File: src/rtl/icache_fetch_responder.sv
// Direct-mapped, read-only instruction cache serving the fetch stage with a BUSYWAIT stall.
// Optional hit/miss counters are built only when ICACHE_PERF_COUNT_EN is defined.
module icache_fetch_responder #(
    parameter int LINES          = 8,
    parameter int WORDS_PER_LINE = 4,
    parameter int TAG_W          = 32 - $clog2(LINES) - 4
) (
    input  logic         CLK,
    input  logic         RESET,
    input  logic [31:0]  ADDRESS,
    output logic [31:0]  INSTRUCTION,
    output logic         BUSYWAIT,
    output logic         MEM_READ,
    output logic [27:0]  MEM_ADDRESS,
    input  logic [127:0] MEM_READDATA,
    input  logic         MEM_BUSYWAIT,
    output logic [31:0]  HIT_COUNT,
    output logic [31:0]  MISS_COUNT
);

    localparam int IDX_W = $clog2(LINES);

    localparam logic [1:0] S_IDLE     = 2'd0;
    localparam logic [1:0] S_MEM_READ = 2'd1;
    localparam logic [1:0] S_UPDATE   = 2'd2;

    if (WORDS_PER_LINE != 4 || TAG_W != 28 - IDX_W) begin : g_bad_cfg
        $error("icache_fetch_responder: unsupported LINES/WORDS_PER_LINE/TAG_W combination");
    end

    logic [TAG_W-1:0] tag_mem  [LINES];
    logic [127:0]     data_mem [LINES];
    logic [LINES-1:0] valid;
    logic [1:0]       state;
    logic [27:0]      miss_block;
    logic [127:0]     fill_data;
    logic [31:0]      instr_q;

    logic [IDX_W-1:0] index;
    logic [TAG_W-1:0] tag;
    logic [1:0]       offset;
    logic [IDX_W-1:0] fill_index;
    logic [TAG_W-1:0] fill_tag;
    logic             hit;
    logic             idle_hit;
    logic [31:0]      hit_word;
    logic             unused_addr_lsb;

    assign index      = ADDRESS[IDX_W+3:4];
    assign tag        = ADDRESS[31:IDX_W+4];
    assign offset     = ADDRESS[3:2];
    assign fill_index = miss_block[IDX_W-1:0];
    assign fill_tag   = miss_block[27:IDX_W];
    assign unused_addr_lsb = ^ADDRESS[1:0];

    assign hit      = valid[index] && (tag_mem[index] == tag);
    assign idle_hit = (state == S_IDLE) && hit;
    assign hit_word = data_mem[index][{offset, 5'b0} +: 32];

    // Reset masks the stall so the pipeline is never frozen while held in reset.
    assign BUSYWAIT    = !RESET && !idle_hit;
    assign INSTRUCTION = idle_hit ? hit_word : instr_q;
    assign MEM_READ    = (state == S_MEM_READ);
    assign MEM_ADDRESS = miss_block;

    always_ff @(posedge CLK or posedge RESET) begin
        if (RESET) begin
            state   <= S_IDLE;
            valid   <= '0;
            instr_q <= '0;
        end else begin
            case (state)
                S_IDLE: begin
                    if (hit) instr_q <= hit_word;
                    else     state   <= S_MEM_READ;
                end
                S_MEM_READ: begin
                    if (!MEM_BUSYWAIT) state <= S_UPDATE;
                end
                S_UPDATE: begin
                    valid[fill_index] <= 1'b1;
                    state             <= S_IDLE;
                end
                default: state <= S_IDLE;
            endcase
        end
    end

    // Refill works from the block latched at the miss, so ADDRESS glitches cannot redirect it.
    always_ff @(posedge CLK) begin
        if (state == S_IDLE && !hit)
            miss_block <= ADDRESS[31:4];
        if (state == S_MEM_READ && !MEM_BUSYWAIT)
            fill_data <= MEM_READDATA;
        if (state == S_UPDATE) begin
            data_mem[fill_index] <= fill_data;
            tag_mem[fill_index]  <= fill_tag;
        end
    end

`ifdef ICACHE_PERF_COUNT_EN
    logic [31:0] hit_cnt;
    logic [31:0] miss_cnt;

    always_ff @(posedge CLK or posedge RESET) begin
        if (RESET) begin
            hit_cnt  <= '0;
            miss_cnt <= '0;
        end else begin
            if (idle_hit && hit_cnt != 32'hFFFF_FFFF)
                hit_cnt <= hit_cnt + 32'd1;
            if (state == S_IDLE && !hit && miss_cnt != 32'hFFFF_FFFF)
                miss_cnt <= miss_cnt + 32'd1;
        end
    end

    assign HIT_COUNT  = hit_cnt;
    assign MISS_COUNT = miss_cnt;
`else
    assign HIT_COUNT  = 32'd0;
    assign MISS_COUNT = 32'd0;
`endif

endmodule

File: config.mk
export PLATFORM = sky130hd
export DESIGN_NAME = icache_fetch_responder
export DESIGN_NICKNAME = d
export VERILOG_FILES = /design/src/rtl/icache_fetch_responder.sv
export SDC_FILE = /design/constraint.sdc
export NUM_CORES = 1
export LEC_CHECK = 0
export BUFFER_PORTS_ARGS = -buffer_cell sky130_fd_sc_hd__buf_2
export CORE_MARGIN = 3
export CORE_UTILIZATION = 35
export DETAILED_ROUTE_END_ITERATION = 16
export PLACE_DENSITY_LB_ADDON = 0.3
export SYNTH_ARGS = -nofsm -noshare
export SYNTH_HDL_FRONTEND = slang
export SYNTH_SLANG_ARGS = --single-unit
File: constraint.sdc
create_clock -name CLK -period 11.8 [get_ports CLK]
set_input_delay 0 -clock CLK [delete_from_list [all_inputs] [get_ports CLK]]
set_output_delay 0 -clock CLK [all_outputs]
set_load 0.005 [all_outputs]
==> results.md <==
* Status: finished clean
* DP HPWL at 65,600 um
* RSZ-0062 raised after global routing: false
* Total Nets Final at around 3,000
* GR Layer Usage met1 at about 20%
* Asr flop ratio synth at 2.95%
* Clk buf depth at 3
* Final setup viols at 0
* Htree depth at 4
* Register area at ~42,000 um2
* Area of the multi-input gates at 10,800 um2
* CP endpoint kind: primary output
* Die Ht at between 300 and 400 um
* Antenna violations before repair at 5
* WHS at approximately 0.037 ns
* GRT overflow at 0
* Die Footprint at about 160,000 um2
* Max Cap Viol at 0
* Worst-Margin Slew at 1.13 ns
* Total track usage at between 15 and 20%
* WP data required at between 10 and 15 ns
* Port bufs at about 220
* Number of buffers created by CTS at 149
* Syn Inst Count at between 2,000 and 2,500
* Post-route DRC at 0
* CP cell instances: dlygate4sd3_1 -> buf_8 -> buf_4 -> buf_4 -> buf_4 -> mux4_2 -> mux4_2 -> mux2_2 -> mux2_1 -> buf_2
* Critical Path Source Type: primary input
* Critical path's slowest cell: buf_4
* Setup_tns at 0 ns
* Yosys warns at 0
* First-pass GRT wire length at roughly 180,000 um
* Placed Cells at between 4,000 and 5,000
* Yosys reg bits at ~1,400
* Vias in the first global route at ~26,000
* Cell mode on critical path: buf_4
* Final clock skew at approximately 0.022 ns
* Cell leakage power at roughly 21 nW
* Number of enable flip-flop cells after synthesis at 1,380
* Slew Viols, Final at 0
* Clock sinks at between 1,000 and 1,500
* Max Fclk at approximately 160 MHz
* Total power at about 0.011 W
* Met2 Use GR at 26.5%
* GP Congestion at roughly 0.71
* FP Rows at between 100 and 150
* Layout Cells excl Fill at between 4,000 and 5,000
* Clock-pin slew on the worst setup and hold paths at 0.06 ns
* CP delay by family, top: buffers and inverters
* Hold Fails Final Rpt at 0
* TritonCTS clock tree: done
* Slew headroom at ~24%
* Crit path DAT at around 6.1 ns
* Largest stage delay on the critical path at 0.97 ns
* Setup CP Type: primary input to primary output
* Fillers at roughly 13,000
* Pwr Density at between 150 and 200 nW/um2
* Min cycle time layout at roughly 6 ns
* Core area at 153,000 um2
* Via count at between 20,000 and 25,000
* Syn avg cell area at roughly 24 um2
* Peak VDD IR at 0.140 mV
* Antenna-violating nets left at 0
* Period utilization at about half
* Vias per cell at 4.93
* Top-count cell post-synth: edfxtp_1
* Initial DRC Count at between 1,500 and 2,000
* Synthesized area at around 54,000 um2
* Synth cell count leaders: edfxtp_1 (1,380), mux4_2 (349), buf_4 (68), buf_2 (59)
* Netlist cell types at 47
* Area Growth Syn to Fin at 20.1%
* First-pass iteration count of the detailed router at 5
* Clk Tree Root Cell: clkbuf_16
* Crit-path max FO at between 70 and 80
* Synth top area share at 76.6%
* HP Class: primary input to register
* Register area share after synthesis at slightly below 80%
* Largest net degree at the start of global routing at 116
* Most used routing layer: met2
* Layout cells sized above 1 at between 30% and 40%
* Buf/Inv on CP at 6
* Setup bufs post-CTS at 0
* Resized Gates After CTS at 0
* WL/cell at 24.5 um
* Initial Utilization at 35.4%
* Die X at 399 um
* Post-synth top flop: edfxtp_1
* Latest clock arrival within the worst-skew pair at 0.76 ns
* Hold buffer count at cts at ~290
* Met3 Track Usage GR at under 10%
* Largest cells by area after synthesis: edfxtp_1 (77%), mux4_2 (15%), dfrtp_1 (1.9%), mux2_2 (1.1%), mux2i_1 (0.98%)
* I/O pins at 289
* Largest area contributor in the netlist: edfxtp_1
* Wirelength, routed at between 100,000 and 150,000 um
-- logic make-up after synthesis --
| group | share of synthesized area [%] |
|---|---|
| AND/OR/NAND/NOR | 0.697 |
| AO/OA/AOI/OAI | 0.465 |
| XOR/XNOR | 0.275 |
| buffers and inverters | 2.04 |
| flip-flops | 78.6 |
| other | 0.00694 |
| multiplexers | 17.9 |
-- power by group --
part / leakage (nW) / internal, W / total, W / switching (W)
clock network: 2.30 / 0.00263 / 0.00450 / 0.00187
logic: 5.94 / 0.000286 / 0.000604 / 0.000318
registers: 13.0 / 0.00574 / 0.00586 / 0.000112
-- placed cells by master, fill, tap and decap left out, types with 4 or more instances in the layout --
cell type,instances
nand4_1,5
or2_2,9
nor2b_1,8
dfrtp_1,42
clkbuf_16,154
mux2_2,53
xnor2_1,8
bufinv_16,10
conb_1,64
nor2_4,6
mux2_1,15
buf_12,5
mux2i_1,53
nand2b_1,5
clkinv_2,22
mux2_4,34
clkbuf_1,36
edfxtp_1,1380
buf_4,34
clkbuf_8,4
xor2_1,9
clkinvlp_4,4
inv_6,8
dlygate4sd3_1,288
clkinv_1,27
buf_2,218
a22oi_1,14
nand3_1,6
nand2_1,5
nor2_1,6
mux4_2,349
-- area by class of cell --
type	count	share of cell area, %
diodes	3	0.0116
clock buffers	193	6.21
clock inverters	75	1.03
inverters	1	0.00578
multi-input cells	684	16.6
flip-flops and latches	1422	65.5
well taps	2030	3.91
repair buffers	548	6.74
-- stage by stage --
step / util (%) / setup WS (ns) / area, um2
3_3_place_gp: 37.6 / 6.13 / 57300
6_report: 42.5 / 5.69 / 64900
3_5_place_dp: 37.6 / 6.05 / 57300
5_1_grt: 42.5 / 5.12 / 64900
2_1_floorplan: - / 3.72 / 54300
4_1_cts: 42.5 / 5.46 / 64900
-- path summary, 6_finish.rpt --
path,to,cells past startpoint,from,slack [ns]
worst max-delay path,INSTRUCTION[7],10,ADDRESS[4],5.69
worst max register to register,instr_q[2],9,tag_mem[2][10],7.81
max in group asynchronous,instr_q[15],5,RESET,10.64
worst min register to register,valid[5],1,valid[5],0.46
worst min-delay path,fill_data[40],2,MEM_READDATA[40],0.04
min in group asynchronous,instr_q[9],5,RESET,0.56
-- flip-flops by register name, indices dropped and copies added (netlist names) --
register     flops
valid            8
fill_data      128
tag_mem        200
MEM_ADDRESS     28
state            2
instr_q         32
data_mem      1024
-- routing by layer --
metal	vias to the layer above	share of wire, %
li1	10500	-
met4	0	2.0
met2	647	51
met5	-	0
met1	13200	42
met3	161	4.8
Note: power is estimated with default switching activity, not from simulation.
